### config.mk
export PLATFORM = sky130hd
export DESIGN_NAME = reaction_timer_core_flat
export DESIGN_NICKNAME = d
export VERILOG_FILES = /design/src/rtl/rt_pkg.sv /design/src/rtl/reaction_timer_core_if.sv /design/src/rtl/bcd_counter_sat.sv /design/src/rtl/reaction_timer_core.sv /design/src/flat_wrapper.sv
export SDC_FILE = /design/constraint.sdc
export NUM_CORES = 1
export LEC_CHECK = 0
export ABC_AREA = 1
export BUFFER_PORTS_ARGS = -buffer_cell sky130_fd_sc_hd__buf_4
export CORE_MARGIN = 4
export CORE_UTILIZATION = 53
export DETAILED_ROUTE_END_ITERATION = 7
export GPL_TIMING_DRIVEN = 1
export PLACE_DENSITY = 0.76
export SETUP_SLACK_MARGIN = 0.3
export SYNTH_ARGS = -nofsm -noshare
export SYNTH_HDL_FRONTEND = slang
export SYNTH_SLANG_ARGS = --single-unit
### constraint.sdc
create_clock -name CLK_50MHZ -period 1.6 [get_ports CLK_50MHZ]
set_input_delay 0.24 -clock CLK_50MHZ [delete_from_list [all_inputs] [get_ports CLK_50MHZ]]
set_output_delay 0.24 -clock CLK_50MHZ [all_outputs]
set_load 0.05 [all_outputs]
### src/rtl/rt_pkg.sv
// Shared constants for the reaction-timer engine:
// FSM state encodings and LFSR tap masks.
package rt_pkg;

  localparam logic [1:0] IDLE  = 2'd0;
  localparam logic [1:0] ARMED = 2'd1;
  localparam logic [1:0] RUN   = 2'd2;
  localparam logic [1:0] DONE  = 2'd3;

  // Bit k-1 set for each x^k term of a maximal-length polynomial.
  function automatic logic [15:0] lfsr_taps(input int width);
    logic [15:0] m;
    case (width)
      4:       m = 16'h000C;
      5:       m = 16'h0014;
      6:       m = 16'h0030;
      7:       m = 16'h0060;
      8:       m = 16'h00B8;
      9:       m = 16'h0110;
      10:      m = 16'h0240;
      11:      m = 16'h0500;
      12:      m = 16'h0829;
      13:      m = 16'h100D;
      14:      m = 16'h2015;
      15:      m = 16'h6000;
      16:      m = 16'hD008;
      default: m = 16'h0000;
    endcase
    return m;
  endfunction

endpackage

### src/rtl/reaction_timer_core_if.sv
// Control pulses in, status and BCD buses out,
// between the key/switch logic and the reaction-timer core.
interface reaction_timer_core_if #(
  parameter int N_DIGITS = 4
);
  logic                    start;
  logic                    stop;
  logic                    clear;
  logic                    best_clr;
  logic                    show_best;
  logic [1:0]              state;
  logic                    go_led;
  logic                    false_start;
  logic [4*N_DIGITS-1:0]   count_bcd;
  logic [4*N_DIGITS-1:0]   best_bcd;
  logic                    best_valid;
  logic                    overflow;
  logic [4*N_DIGITS-1:0]   disp_bcd;

  modport master (
    output start, stop, clear,
    output best_clr, show_best,
    input  state, go_led, false_start,
    input  count_bcd, best_bcd,
    input  best_valid, overflow, disp_bcd
  );

  modport slave (
    input  start, stop, clear,
    input  best_clr, show_best,
    output state, go_led, false_start,
    output count_bcd, best_bcd,
    output best_valid, overflow, disp_bcd
  );
endinterface

### src/rtl/bcd_counter_sat.sv
// Ripple-carry BCD incrementer that holds at all-9s.
// sat flags the all-9s value.
module bcd_counter_sat
  import rt_pkg::*;
#(
  parameter int N_DIGITS = 4
) (
  input  logic                  clk,
  input  logic                  rst_n,
  input  logic                  clr,
  input  logic                  inc,
  output logic [4*N_DIGITS-1:0] q,
  output logic                  sat
);

  logic [4*N_DIGITS-1:0] q_q;
  logic [4*N_DIGITS-1:0] q_d;
  logic                  all9;
  logic                  carry;

  always_comb begin
    all9 = 1'b1;
    for (int i = 0; i < N_DIGITS; i++) begin
      if (q_q[4*i +: 4] != 4'd9) all9 = 1'b0;
    end
  end

  always_comb begin
    q_d   = q_q;
    carry = inc & ~all9;
    for (int i = 0; i < N_DIGITS; i++) begin
      if (carry) begin
        if (q_q[4*i +: 4] == 4'd9) begin
          q_d[4*i +: 4] = 4'd0;
        end else begin
          q_d[4*i +: 4] = q_q[4*i +: 4] + 4'd1;
          carry         = 1'b0;
        end
      end
    end
    if (clr) q_d = '0;
  end

  always_ff @(posedge clk or negedge rst_n) begin
    if (!rst_n) q_q <= '0;
    else        q_q <= q_d;
  end

  assign q   = q_q;
  assign sat = all9;

endmodule

### src/rtl/reaction_timer_core.sv
// Reaction-timer engine: random arming delay, false-start
// detection, saturating BCD ms count and best-score tracking.
module reaction_timer_core
  import rt_pkg::*;
#(
  parameter int          N_DIGITS     = 4,
  parameter int          TICK_DIV     = 50000,
  parameter int          LFSR_W       = 12,
  parameter int          DELAY_MIN_MS = 1000,
  parameter int unsigned LFSR_SEED    = 32'hACE
) (
  input  logic                 CLK_50MHZ,
  input  logic                 reset_n,
  reaction_timer_core_if.slave bus
);

  localparam int W  = 4 * N_DIGITS;
  localparam int DW = LFSR_W + 1;
  localparam int PW = $clog2(TICK_DIV);

  localparam logic [LFSR_W-1:0] TAPS =
    LFSR_W'(lfsr_taps(LFSR_W));
  localparam logic [LFSR_W-1:0] SEED =
    LFSR_W'(LFSR_SEED);
  localparam logic [PW-1:0] P_LAST =
    PW'(TICK_DIV - 1);

  logic [1:0]        state_q, state_d;
  logic [DW-1:0]     delay_q, delay_d;
  logic [PW-1:0]     presc_q, presc_d;
  logic [LFSR_W-1:0] lfsr_q, lfsr_d;
  logic              fs_q, fs_d;
  logic              ovf_q, ovf_d;
  logic [W-1:0]      best_q, best_d;
  logic              bv_q, bv_d;
  logic              go_q, go_d;

  logic              tick;
  logic              cnt_clr, cnt_inc, cnt_sat;
  logic [W-1:0]      cnt_q;
  logic [DW-1:0]     delay_ld;

  logic is_idle, is_armed, is_run, is_done;
  logic do_clr, do_start, do_foul;
  logic do_arm, do_freeze, do_inc;

  assign tick     = (presc_q == P_LAST);
  assign delay_ld = DW'(32'(DELAY_MIN_MS) + 32'(lfsr_q));
  assign lfsr_d   = {lfsr_q[LFSR_W-2:0], ^(lfsr_q & TAPS)};

  assign is_idle  = (state_q == IDLE);
  assign is_armed = (state_q == ARMED);
  assign is_run   = (state_q == RUN);
  assign is_done  = (state_q == DONE);

  // Mutually exclusive events, priority folded into the terms.
  assign do_clr    = bus.clear;
  assign do_start  = ~bus.clear & bus.start & (is_idle | is_done);
  assign do_foul   = ~bus.clear & is_armed & bus.stop;
  assign do_arm    = ~bus.clear & is_armed & ~bus.stop & tick;
  assign do_freeze = ~bus.clear & is_run & bus.stop;
  assign do_inc    = ~bus.clear & is_run & ~bus.stop & tick;

  always_comb begin
    state_d = state_q;
    delay_d = delay_q;
    presc_d = tick ? '0 : presc_q + 1'b1;
    fs_d    = fs_q;
    ovf_d   = ovf_q;
    best_d  = best_q;
    bv_d    = bv_q;
    cnt_clr = 1'b0;
    cnt_inc = 1'b0;
    unique case (1'b1)
      do_clr: begin
        state_d = IDLE;
        cnt_clr = 1'b1;
        ovf_d   = 1'b0;
        fs_d    = 1'b0;
      end
      do_start: begin
        state_d = ARMED;
        delay_d = delay_ld;
        cnt_clr = 1'b1;
        ovf_d   = 1'b0;
        fs_d    = 1'b0;
        presc_d = '0;
      end
      do_foul: begin
        state_d = IDLE;
        fs_d    = 1'b1;
      end
      do_arm: begin
        if (delay_q == '0) begin
          state_d = RUN;
          cnt_clr = 1'b1;
        end else begin
          delay_d = delay_q - 1'b1;
        end
      end
      do_freeze: begin
        state_d = DONE;
        if (!ovf_q && (!bv_q || cnt_q < best_q)) begin
          best_d = cnt_q;
          bv_d   = 1'b1;
        end
      end
      do_inc: begin
        cnt_inc = 1'b1;
        if (cnt_sat) ovf_d = 1'b1;
      end
      default: ;
    endcase
    if (bus.best_clr) begin
      best_d = '0;
      bv_d   = 1'b0;
    end
    go_d = (state_d == RUN);
  end

  always_ff @(posedge CLK_50MHZ or negedge reset_n) begin
    if (!reset_n) begin
      state_q <= IDLE;
      delay_q <= '0;
      presc_q <= '0;
      lfsr_q  <= SEED;
      fs_q    <= 1'b0;
      ovf_q   <= 1'b0;
      best_q  <= '0;
      bv_q    <= 1'b0;
      go_q    <= 1'b0;
    end else begin
      state_q <= state_d;
      delay_q <= delay_d;
      presc_q <= presc_d;
      lfsr_q  <= lfsr_d;
      fs_q    <= fs_d;
      ovf_q   <= ovf_d;
      best_q  <= best_d;
      bv_q    <= bv_d;
      go_q    <= go_d;
    end
  end

  bcd_counter_sat #(
    .N_DIGITS (N_DIGITS)
  ) u_cnt (
    .clk   (CLK_50MHZ),
    .rst_n (reset_n),
    .clr   (cnt_clr),
    .inc   (cnt_inc),
    .q     (cnt_q),
    .sat   (cnt_sat)
  );

  assign bus.state       = state_q;
  assign bus.go_led      = go_q;
  assign bus.false_start = fs_q;
  assign bus.count_bcd   = cnt_q;
  assign bus.best_bcd    = best_q;
  assign bus.best_valid  = bv_q;
  assign bus.overflow    = ovf_q;
  assign bus.disp_bcd    = bus.show_best ? best_q : cnt_q;

endmodule

### src/flat_wrapper.sv
// flat-port wrapper written by rule: the top's interface ports become plain ports
module reaction_timer_core_flat import rt_pkg::*;
#(
  parameter int          N_DIGITS     = 4,
  parameter int          TICK_DIV     = 50000,
  parameter int          LFSR_W       = 12,
  parameter int          DELAY_MIN_MS = 1000,
  parameter int unsigned LFSR_SEED    = 32'hACE
)
  (CLK_50MHZ, reset_n, bus_start, bus_stop, bus_clear, bus_best_clr, bus_show_best, bus_state, bus_go_led, bus_false_start, bus_count_bcd, bus_best_bcd, bus_best_valid, bus_overflow, bus_disp_bcd);
  reaction_timer_core_if #(.N_DIGITS(N_DIGITS)) bus_i ();
  input  logic CLK_50MHZ;
  input  logic reset_n;
  input wire logic [$bits(bus_i.start)-1:0] bus_start;
  input wire logic [$bits(bus_i.stop)-1:0] bus_stop;
  input wire logic [$bits(bus_i.clear)-1:0] bus_clear;
  input wire logic [$bits(bus_i.best_clr)-1:0] bus_best_clr;
  input wire logic [$bits(bus_i.show_best)-1:0] bus_show_best;
  output wire logic [$bits(bus_i.state)-1:0] bus_state;
  output wire logic [$bits(bus_i.go_led)-1:0] bus_go_led;
  output wire logic [$bits(bus_i.false_start)-1:0] bus_false_start;
  output wire logic [$bits(bus_i.count_bcd)-1:0] bus_count_bcd;
  output wire logic [$bits(bus_i.best_bcd)-1:0] bus_best_bcd;
  output wire logic [$bits(bus_i.best_valid)-1:0] bus_best_valid;
  output wire logic [$bits(bus_i.overflow)-1:0] bus_overflow;
  output wire logic [$bits(bus_i.disp_bcd)-1:0] bus_disp_bcd;
  assign bus_i.start = bus_start;
  assign bus_i.stop = bus_stop;
  assign bus_i.clear = bus_clear;
  assign bus_i.best_clr = bus_best_clr;
  assign bus_i.show_best = bus_show_best;
  assign bus_state = bus_i.state;
  assign bus_go_led = bus_i.go_led;
  assign bus_false_start = bus_i.false_start;
  assign bus_count_bcd = bus_i.count_bcd;
  assign bus_best_bcd = bus_i.best_bcd;
  assign bus_best_valid = bus_i.best_valid;
  assign bus_overflow = bus_i.overflow;
  assign bus_disp_bcd = bus_i.disp_bcd;
  reaction_timer_core #(.N_DIGITS(N_DIGITS), .TICK_DIV(TICK_DIV), .LFSR_W(LFSR_W), .DELAY_MIN_MS(DELAY_MIN_MS), .LFSR_SEED(LFSR_SEED)) u_core (.CLK_50MHZ(CLK_50MHZ), .reset_n(reset_n), .bus(bus_i));
endmodule
==> results of run 1 <==
-- per-stage QoR --
step | hold WS, ns | setup slack (ns) | util (%) | setup TNS (ns)
after floorplan | -0.0556 | -0.285 | - | -7.01
after global placement | 0.301 | -0.149 | 76.6 | -3.79
after detailed placement | 0.301 | -0.198 | 76.6 | -6.35
after CTS | 0.0217 | -0.147 | 92.9 | -4.87
-- cells in the mapped netlist, types with 2 or more instances --
cell type,count,area (um2)
nor2_4,4,45.0
nor2_2,4,25.0
o21ai_1,6,30.0
xor2_1,16,140
nand4_1,25,156
dfrtp_1,72,1800
buf_2,2,10.0
o21ai_2,5,43.8
nor3_4,2,32.5
dfstp_2,7,184
nor3_1,10,50.1
buf_6,2,22.5
xnor2_1,11,96.3
nand2_1,124,465
ha_1,28,350
nand2_8,3,60.1
nand2_4,2,22.5
or2_2,2,12.5
nand3_1,63,315
nor4_1,2,12.5
clkbuf_1,4,15.0
inv_2,7,26.3
a21oi_1,18,90.1
nor2_1,60,225
inv_1,69,259
o21ai_0,35,175
buf_1,3,11.3
nand2_2,4,25.0
o211ai_1,2,15.0
nand3_2,4,40.0
-- logic make-up after synthesis --
| group | count (synthesis) | synth area share [%] |
|---|---|---|
| AO/OA/AOI/OAI | 73 | 8.54 |
| XOR/XNOR | 27 | 4.83 |
| adder cells (fa/ha/maj) | 28 | 7.16 |
| buffers and inverters | 91 | 7.88 |
| flip-flops | 79 | 40.6 |
| AND/OR/NAND/NOR | 312 | 31.0 |
-- repair_timing --
action | in CTS
pin swaps | 64
endpoints found under the setup margin | 114
gates resized for setup | 220
buffers inserted | 52
endpoints found under the hold margin | 72
gates cloned | 2
hold buffers | 1
==> flow_metrics.env, run 1 <==
export IMPL_clock_sinks=79
export IMPL_error="[ERROR DPL-0038] Utilization greater than 100%, impossible to legalize"
export IMPL_cts_root_buf="clkbuf_8"
export IMPL_dp_cells=885
export IMPL_synthFlopType="dfrtp_1"
export IMPL_routabilityCongestion=0.847
export IMPL_rows=34
export IMPL_yosysWarningCount=0
export IMPL_numCtsBuffers=9
export IMPL_die_w_um=104
export IMPL_seq_area_frac_synth_pct=40.6
export IMPL_fp_dieH_um=104
export IMPL_io_buffers=60
export IMPL_ctsLongestPathBuffers=2
export IMPL_hpwl_um=9760
export IMPL_ys_ff_latch=79
export IMPL_async_flop_share_pct=100
export IMPL_dpl_instance_area_um2=6780
export IMPL_grt_max_degree=80
export IMPL_start_util_pct=55.3
export IMPL_synth_edf_count=0
export IMPL_synth_nets=645
export IMPL_worst_endpoint="u_core.bus.best_bcd[3]$_DFFE_PN0P_/D"
export IMPL_stop_stage="global routing"
export IMPL_htreeDepth=3
export IMPL_avgSynthCellArea_um2=8.02
export IMPL_worst_ep_kind="register input"
export IMPL_syn_area_um2=4890
export IMPL_syn_inst=610
export IMPL_io_pins=61
export IMPL_yosysUniqueCellTypes=44
export IMPL_status="did not finish"
==> run 2, diff against run 1 <==
- CORE_UTILIZATION: 53 -> 40
- PLACE_DENSITY: 0.76 -> not set
- PLACE_DENSITY_LB_ADDON: not set -> 0.15
- SETUP_SLACK_MARGIN: 0.3 -> not set
- clock period: 1.6 -> 2.1 ns (I/O delays scaled with it)
==> run 2 against run 1 <==
Area after synthesis stayed put. The run now ends clean. Synthesized cell count stayed put.
==> flow_metrics.env, run 2 <==
export IMPL_status="finished clean"
export IMPL_fp_dieH_um=119
export IMPL_num_vias=4325
export IMPL_clockPowerShare_pct=42.5
export IMPL_path_cells="inv_1 -> ha_1 -> nand3_2 -> inv_1 -> nand4_1 -> nand4_2 -> nor2_4 -> buf_4 -> nor2_1 -> inv_2 -> o21ai_0"
export IMPL_p_sw_mw=1.05
export IMPL_leakage_nw=2.96
export IMPL_worstRegToRegCells=11
export IMPL_p_comb_share_pct=14.2
export IMPL_crit_end="u_core.u_cnt.q[6]"
export IMPL_numCtsBuffers=9
export IMPL_yosysUniqueCellTypes=44
export IMPL_rows=40
export IMPL_power_density_nw_per_um2=637
export IMPL_synthTopCellsByCount="nand2_1 (124), dfrtp_1 (72), inv_1 (69)"
export IMPL_async_flop_share_pct=100
export IMPL_synth_nets=645
export IMPL_avgSynthCellArea_um2=8.02
export IMPL_antenna_cells=0
export IMPL_yosysMostFrequentCell="nand2_1"
export IMPL_fp_dieArea_um2=14100
export IMPL_end_kind="register"
export IMPL_drtIter0Drc=293
export IMPL_grt_max_degree=44
export IMPL_io_buffers=60
export IMPL_antenna_found_initial=0
export IMPL_synth_top_cell_area_share_pct=36.8
export IMPL_grt_overflow=0
export IMPL_hold_class="input port to register"
export IMPL_worst_r2r_setup_slack_ns=0.19
export IMPL_cp_common_cell="inv_1"
export IMPL_fin_worst_skew_ns=0.00970
export IMPL_min_path_cells=2
export IMPL_ys_ff_latch=79
export IMPL_finalHoldViolations=0
export IMPL_maxSlewViolCount=0
export IMPL_syn_inst=610
export IMPL_synth_edf_count=0
export IMPL_clock_sinks=79
export IMPL_timing_rr_end="u_core.u_cnt.q[6]"
export IMPL_setup_violations=0
export IMPL_dpl_worst_slack_ns=0.0538
export IMPL_ctsLongestPathBuffers=2
export IMPL_path_max_fanout=7
export IMPL_clock_latency_ns=0.35
export IMPL_clock_fmax_mhz=523
export IMPL_syn_area_um2=4890
export IMPL_clk_pin_slew_worst_paths_ns=0.06
export IMPL_drcViolationCount=0
export IMPL_grt_pass1_vias=4047
export IMPL_start_util_pct=40.7
export IMPL_finalCritPeriodShare_pct=91.0
export IMPL_fin_area_um2=6020
export IMPL_switching_share_pct=27.3
export IMPL_seqPwrFrac_pct=43.3
export IMPL_seq_area_frac_synth_pct=40.6
export IMPL_setup_ws_ns=0.188
export IMPL_start_kind="register"
export IMPL_grt_usage_pct=17.7
export IMPL_fillers=1155
export IMPL_hpwl_um=8960
export IMPL_tightest_slew_ns=0.516
export IMPL_dpl_instance_area_um2=5640
export IMPL_drive_gt1_share_pct=23.5
export IMPL_fin_crit_ns=1.91
export IMPL_relSlewSlack_pct=65.6
export IMPL_critical_path_class="register to register"
export IMPL_crit_arrival_ns=2.18
export IMPL_drt_pass1_iter_count=5
export IMPL_r2r_start="u_core.u_cnt.q[1]"
export IMPL_io_pins=61
export IMPL_die_w_um=119
export IMPL_mostFrequentLayoutCells="nand2_1 (122), buf_4 (87), inv_1 (66), dfrtp_1 (66), nand3_1 (63)"
export IMPL_slowest_stage="dfrtp_2"
export IMPL_maxCapViolations=0
export IMPL_wl_um=11900
export IMPL_slowest_delay_ns=0.46
export IMPL_synth_area_leaders="dfrtp_1 (37%), nand2_1 (9.5%), ha_1 (7.2%), nand3_1 (6.4%), inv_1 (5.3%)"
export IMPL_yosysWarningCount=0
export IMPL_cts_root_buf="clkbuf_16"
export IMPL_final_cells=850
export IMPL_layout_commonest_cell="nand2_1"
export IMPL_viasPerCell=5.09
export IMPL_htreeDepth=3
export IMPL_cts_tree="done"
export IMPL_wl_per_cell_um=13.9
export IMPL_dp_cells=828
export IMPL_intPower_mw=2.79
export IMPL_core_area_um2=12000
export IMPL_ant_nets=0
export IMPL_startpoint="u_core.u_cnt.q[1]"
export IMPL_synthFlopType="dfrtp_1"
export IMPL_cp_required_ns=2.36
export IMPL_irDropWorstVdd_uv=823
export IMPL_routabilityCongestion=0.829
export IMPL_num_nets_final=733
export IMPL_grt_pass1_wl_um=20400
export IMPL_synth_top_area_cell="dfrtp_1"
export IMPL_areaGrowthSynthToFinish_pct=23.0
==> run 2: cell counts after synthesis <==
No cell type changed its count.
==> run 2: worst min path at each step <==
stage	from	to
floorplan	reset_n	u_core.bus.best_bcd[0]
global placement	reset_n	u_core.bus.best_bcd[3]
detailed placement	reset_n	u_core.bus.best_bcd[1]
CTS	bus_best_clr	u_core.bus.best_valid
global route	bus_best_clr	u_core.bus.best_valid
finish	bus_best_clr	u_core.bus.best_valid
==> run 2: kinds of logic after synthesis <==
group | Yosys count | synth area share, %
simple gates | 312 | 31.0
buf+inv | 91 | 7.88
flops | 79 | 40.6
compound gates | 73 | 8.54
fa+ha+maj | 28 | 7.16
xor+xnor | 27 | 4.83
==> run 2: what timing repair did <==
action / in CTS / in global routing
hold endpoints to repair: 36 / 0
setup endpoints to repair: 0 / 16
buffers inserted: 0 / 5
hold buffers: 1 / 0
gates resized for setup: 0 / 13
==> run 2: per-stage QoR <==
step | power, mW | TNS [ns] | util, % | hold WS (ns)
2_1_floorplan | 2.05 | 0 | - | 0.0194
5_1_grt | 4.04 | -0.0931 | 50.1 | 0.115
6_report | 3.84 | 0 | 50.1 | 0.127
3_3_place_gp | 2.22 | 0 | 46.9 | 0.312
4_1_cts | 3.89 | 0 | 49.6 | 0.111
3_5_place_dp | 2.23 | 0 | 46.9 | 0.323
==> run 2: critical path, delay by kind of cell, from the launching register on <==
kind | cells | cell delay [ns]
AND/OR/NAND/NOR | 5 | 0.61
flip-flops | 1 | 0.46
AO/OA/AOI/OAI | 1 | 0.14
buffers and inverters | 4 | 0.45
adder cells (fa/ha/maj) | 1 | 0.17
==> run 2: power by group through the flow <==
stage	Sequential, mW	Combinational [mW]	Clock [mW]
final	1.66	0.544	1.63
after global routing	1.67	0.615	1.75
after CTS	1.66	0.547	1.68
after detailed placement	1.69	0.541	0
after global placement	1.69	0.536	0
after floorplan	1.72	0.335	0
==> run 2: area by class of cell <==
class	instances	area, um2	share of cell area, %
Tap cell	147	184	3.06
Inverter	79	309	5.13
Clock buffer	13	270	4.49
Clock inverter	3	40.0	0.665
Sequential cell	79	1990	33.1
Multi-Input combinational cell	440	2540	42.2
Timing Repair Buffer	89	683	11.3
==> run 2: layer usage <==
layer  GRT usage, %  part of all wire, %
met3           4.98                  5.5
met1           24.4                   48
met4           4.13                  1.0
met5              0                    0
met2           27.7                   46
(Power assumes the default switching activity.)
==> run 3, diff against run 2 <==
- clock period: 2.1 -> 2.45 ns (I/O delays scaled with it)
==> run 3 against run 2 <==
Power shrank 16%. Hold slack better by 0.051 ns. First-iteration DRC count down 9.6%. Cell area is 2.3% lower. Cell count decreased by 1.5%. Sequential power fell by 14%. Global-route usage is 0.39 points higher. Largest cell class unchanged.
==> flow_metrics.env, run 3 (synthesized netlist as in run 2, its figures left out) <==
export IMPL_path_max_fanout=18
export IMPL_maxCapViolations=0
export IMPL_drcViolationCount=0
export IMPL_core_area_um2=12000
export IMPL_fillers=1187
export IMPL_holdWs_ns=0.178
export IMPL_cts_tree="done"
export IMPL_crit_arrival_ns=2.35
export IMPL_layout_commonest_cell="nand2_1"
export IMPL_fin_setup_tns_ns=0
export IMPL_grt_overflow=0
export IMPL_clock_sinks=79
export IMPL_dpl_instance_area_um2=5570
export IMPL_clock_fmax_mhz=486
export IMPL_end_kind="register"
export IMPL_areaGrowthSynthToFinish_pct=20.2
export IMPL_maxSlewViolCount=0
export IMPL_rsz0062_at_grt="false"
export IMPL_drive_gt1_share_pct=20.3
export IMPL_setup_violations=0
export IMPL_die_w_um=119
export IMPL_hold_class="input port to register"
export IMPL_grt_pass1_wl_um=20700
export IMPL_num_nets_final=720
export IMPL_final_cells=837
export IMPL_status="finished clean"
export IMPL_finalHoldViolations=0
export IMPL_fin_worst_skew_ns=0.0100
export IMPL_antenna_found_initial=0
export IMPL_rows=40
export IMPL_slowest_delay_ns=0.39
export IMPL_clk_pin_slew_worst_paths_ns=0.06
export IMPL_viasPerCell=5.06
export IMPL_fp_dieH_um=119
export IMPL_start_util_pct=40.7
export IMPL_mostFrequentLayoutCells="nand2_1 (124), buf_4 (74), dfrtp_1 (72)"
export IMPL_antenna_cells=0
export IMPL_numCtsBuffers=9
export IMPL_setup_ws_ns=0.393
export IMPL_fin_area_um2=5880
export IMPL_critical_path_class="register to register"
export IMPL_cts_setup_buffers=0
export IMPL_grt_pass1_vias=4180
export IMPL_path_cells="inv_1 -> ha_1 -> nand3_1 -> inv_1 -> nand2_1 -> nor3_4 -> nand3_2 -> nand2_2 -> inv_2 -> nand2_2 -> nand3_1 -> nand2_1"
export IMPL_drt_pass1_iter_count=4
export IMPL_relSlewSlack_pct=58.8
export IMPL_cts_root_buf="clkbuf_16"
export IMPL_slowest_stage="dfrtp_1"
export IMPL_finalCritPeriodShare_pct=83.9
export IMPL_hpwl_um=8910
export IMPL_power_density_nw_per_um2=546
export IMPL_leakage_nw=2.90
export IMPL_drtIter0Drc=265
export IMPL_ctsLongestPathBuffers=2
export IMPL_dpl_worst_slack_ns=0.388
export IMPL_routabilityCongestion=0.903
export IMPL_fin_crit_ns=2.06
export IMPL_wl_um=12100
export IMPL_htreeDepth=3
export IMPL_tightest_slew_ns=0.613
export IMPL_grt_max_degree=39
export IMPL_clock_latency_ns=0.35
export IMPL_cp_required_ns=2.74
export IMPL_start_kind="register"
export IMPL_ant_nets=0
export IMPL_fp_dieArea_um2=14100
export IMPL_io_pins=61
export IMPL_io_buffers=60
export IMPL_grt_usage_pct=18.1
export IMPL_dp_cells=820
export IMPL_num_vias=4235
export IMPL_wl_per_cell_um=14.5
export IMPL_irDropWorstVdd_uv=496
==> run 3: power by group <==
| group | switching, mW | internal [mW] | total (mW) |
|---|---|---|---|
| Combinational | 0.302 | 0.145 | 0.447 |
| Clock | 0.541 | 0.796 | 1.34 |
| Sequential | 0.0578 | 1.37 | 1.42 |
| Total | 0.901 | 2.31 | 3.21 |
==> run 3: critical path, delay by kind of cell (launching register included) <==
| family | cells | cell delay [ns] |
|---|---|---|
| buffers and inverters | 3 | 0.39 |
| adders and majority gates | 1 | 0.19 |
| and+or+nand+nor | 8 | 1.02 |
| DFF | 1 | 0.39 |
==> run 3: timing repair <==
item,CTS,global route
hold endpoints to repair,20,0
endpoints found under the setup margin,0,0
hold buffers,1,0
gates resized for setup,0,0
==> run 3: worst paths after layout <==
| check | start | endpoint | slack (ns) | cells after the start |
|---|---|---|---|---|
| worst max-delay path | u_core.delay_q[0] | u_core.u_cnt.q[9] | 0.39 | 12 |
| worst min-delay path | bus_best_clr | u_core.bus.best_valid | 0.18 | 2 |
| max in group asynchronous | reset_n | u_core.bus.go_led | 1.40 | 3 |
| min in group asynchronous | reset_n | u_core.presc_q[12] | 0.46 | 2 |
| worst max register to register | u_core.delay_q[0] | u_core.u_cnt.q[9] | 0.39 | 12 |
| worst min register to register | u_core.lfsr_q[2] | u_core.lfsr_q[3] | 0.37 | 0 |
==> run 3: cell type report <==
type                    instances  area [um2]  area share (%)
flip-flops and latches         79        1990            33.8
clock inverters                 2        12.5           0.213
inverters                      79         307            5.21
well taps                     147         184            3.13
multi-input cells             440        2520            42.9
repair buffers                 76         586            9.96
clock buffers                  14         284            4.83
==> run 3: metrics by stage <==
step                util [%]  total power, mW
detailed placement      46.4             1.90
CTS                     49.0             3.25
global route            49.0             3.36
floorplan                  -             1.76
finish                  49.0             3.21
global placement        46.4             1.89
==> run 3: per-layer routing <==
layer  global-route usage [%]  routed length, um  share of wire, %
met1                     24.3               5810                48
met2                     28.5               5530                46
met3                     4.64                573               4.7
met4                     6.01                187               1.5
met5                        0                  0                 0
==> run 4, diff against run 3 <==
- clock period: 2.45 -> 2.12 ns (I/O delays scaled with it)
==> run 4 against run 3 <==
Setup slack worse by 0.20 ns. Largest cell class unchanged. Hold slack worse by 0.042 ns. Global-route usage down 0.77 points. Flip-flop and latch count unchanged. Via count up 2.4%.
==> flow_metrics.env, run 4 (synthesized netlist as in run 2, its figures left out) <==
export IMPL_path_max_fanout=19
export IMPL_fin_worst_skew_ns=0.00685
export IMPL_numCtsBuffers=9
export IMPL_crit_end="u_core.delay_q[5]"
export IMPL_end_kind="register"
export IMPL_drcViolationCount=0
export IMPL_fin_area_um2=5970
export IMPL_fp_dieArea_um2=14100
export IMPL_hpwl_um=8900
export IMPL_grt_pass1_wl_um=20100
export IMPL_viasPerCell=5.13
export IMPL_crit_arrival_ns=2.15
export IMPL_grt_pass1_vias=4095
export IMPL_cts_tree="done"
export IMPL_io_buffers=60
export IMPL_num_vias=4336
export IMPL_dpl_instance_area_um2=5630
export IMPL_irDropWorstVdd_uv=445
export IMPL_fin_setup_tns_ns=0
export IMPL_rsz0062_at_grt="false"
export IMPL_cp_required_ns=2.34
export IMPL_finalCritPeriodShare_pct=90.7
export IMPL_die_w_um=119
export IMPL_r2r_start="u_core.delay_q[0]"
export IMPL_worst_r2r_setup_slack_ns=0.20
export IMPL_num_nets_final=728
export IMPL_finalHoldViolations=0
export IMPL_leakage_nw=2.94
export IMPL_core_area_um2=12000
export IMPL_setup_violations=0
export IMPL_fillers=1135
export IMPL_drtIter0Drc=341
export IMPL_grt_usage_pct=17.3
export IMPL_cts_root_buf="clkbuf_16"
export IMPL_antenna_cells=0
export IMPL_slowest_delay_ns=0.39
export IMPL_tightest_slew_ns=0.498
export IMPL_relSlewSlack_pct=66.8
export IMPL_start_util_pct=40.7
export IMPL_layout_commonest_cell="nand2_1"
export IMPL_routabilityCongestion=0.849
export IMPL_grt_max_degree=46
export IMPL_htreeDepth=3
export IMPL_path_cells="inv_2 -> ha_2 -> nand3_1 -> inv_1 -> nand2_2 -> nor3_4 -> buf_4 -> inv_1 -> nand2_8 -> nand2_8 -> o211ai_1 -> nand2_1"
export IMPL_fp_dieH_um=119
export IMPL_clock_fmax_mhz=520
export IMPL_drive_gt1_share_pct=22.1
export IMPL_drt_pass1_iter_count=6
export IMPL_critical_path_class="register to register"
export IMPL_wl_per_cell_um=13.9
export IMPL_clock_sinks=79
export IMPL_rows=40
export IMPL_io_pins=61
export IMPL_grt_overflow=0
export IMPL_clock_latency_ns=0.34
export IMPL_status="finished clean"
export IMPL_timing_rr_end="u_core.delay_q[5]"
export IMPL_power_density_nw_per_um2=642
export IMPL_hold_class="input port to register"
export IMPL_startpoint="u_core.delay_q[0]"
export IMPL_worstRegToRegCells=12
export IMPL_maxSlewViolCount=0
export IMPL_slowest_stage="dfrtp_1"
export IMPL_ctsLongestPathBuffers=2
export IMPL_fin_crit_ns=1.92
export IMPL_ant_nets=0
export IMPL_mostFrequentLayoutCells="nand2_1 (123), buf_4 (82), dfrtp_1 (71)"
export IMPL_antenna_found_initial=0
export IMPL_wl_um=11800
export IMPL_start_kind="register"
export IMPL_clk_pin_slew_worst_paths_ns=0.06
export IMPL_maxCapViolations=0
export IMPL_areaGrowthSynthToFinish_pct=22.1
-- run 4: cell types whose count changed in the layout (fill, tap and decap cells not counted), moves of 2 or more --
cell | before | now
clkbuf_8 | 4 | 0
buf_4 | 74 | 82
o21ai_1 | 6 | 18
inv_1 | 69 | 67
bufinv_16 | 0 | 2
o21ai_0 | 35 | 23
-- run 4: worst min-delay path by stage --
stage	start	end	slack, ns	cells past startpoint
after CTS	bus_best_clr	u_core.bus.best_valid	0.12	2
final	bus_best_clr	u_core.bus.best_valid	0.14	2
after detailed placement	reset_n	u_core.bus.best_bcd[6]	0.31	1
after global routing	bus_best_clr	u_core.bus.best_valid	0.13	2
after floorplan	reset_n	u_core.bus.best_bcd[0]	0.02	0
after global placement	reset_n	u_core.bus.best_bcd[6]	0.31	1
-- run 4: what timing repair did --
| item | 4_1_cts | 5_1_grt |
|---|---|---|
| hold buffers | 1 | 0 |
| hold endpoints to repair | 30 | 0 |
| setup buffers | 0 | 1 |
| endpoints found under the setup margin | 0 | 13 |
| resized for setup | 0 | 8 |
-- run 4: critical path: cells and delay by family, from the launching register on --
family	cells	cell delay [ns]
flip-flops	1	0.39
AND/OR/NAND/NOR	6	0.70
AO/OA/AOI/OAI	1	0.13
buffers and inverters	4	0.40
adder cells (fa/ha/maj)	1	0.18
-- run 4: through the flow --
step                cells  power (mW)  hold WS [ns]  setup slack [ns]  utilization [%]
global route          845        4.02         0.129            0.0103             49.7
detailed placement    827        2.20         0.315            0.0913             46.9
global placement      827        2.20         0.312             0.136             46.9
floorplan             610        2.03        0.0224            0.0142                -
CTS                   844        3.88         0.118            0.0947             49.6
finish                845        3.83         0.135             0.197             49.7
-- run 4: final cells by class --
| type | count | area [um2] | share of cell area (%) |
|---|---|---|---|
| tap | 147 | 184 | 3.08 |
| timing repair buffer | 84 | 646 | 10.8 |
| sequential | 79 | 1990 | 33.3 |
| multi-input combinational | 440 | 2530 | 42.4 |
| clock inverter | 6 | 85.1 | 1.42 |
| clock buffer | 10 | 229 | 3.83 |
| inverter | 79 | 309 | 5.17 |
-- run 4: metal layers --
layer  GRT usage (%)  share of wire, %
met1            23.9                48
met2            27.0                46
met3            3.06               4.4
met4            6.95               1.5
met5               0                 0
-- run 4: power by group --
group	leakage, nW	switching (mW)	total, mW	internal (mW)
clock network	0.148	0.628	1.66	1.03
logic	1.74	0.353	0.533	0.179
registers	1.05	0.0675	1.65	1.58
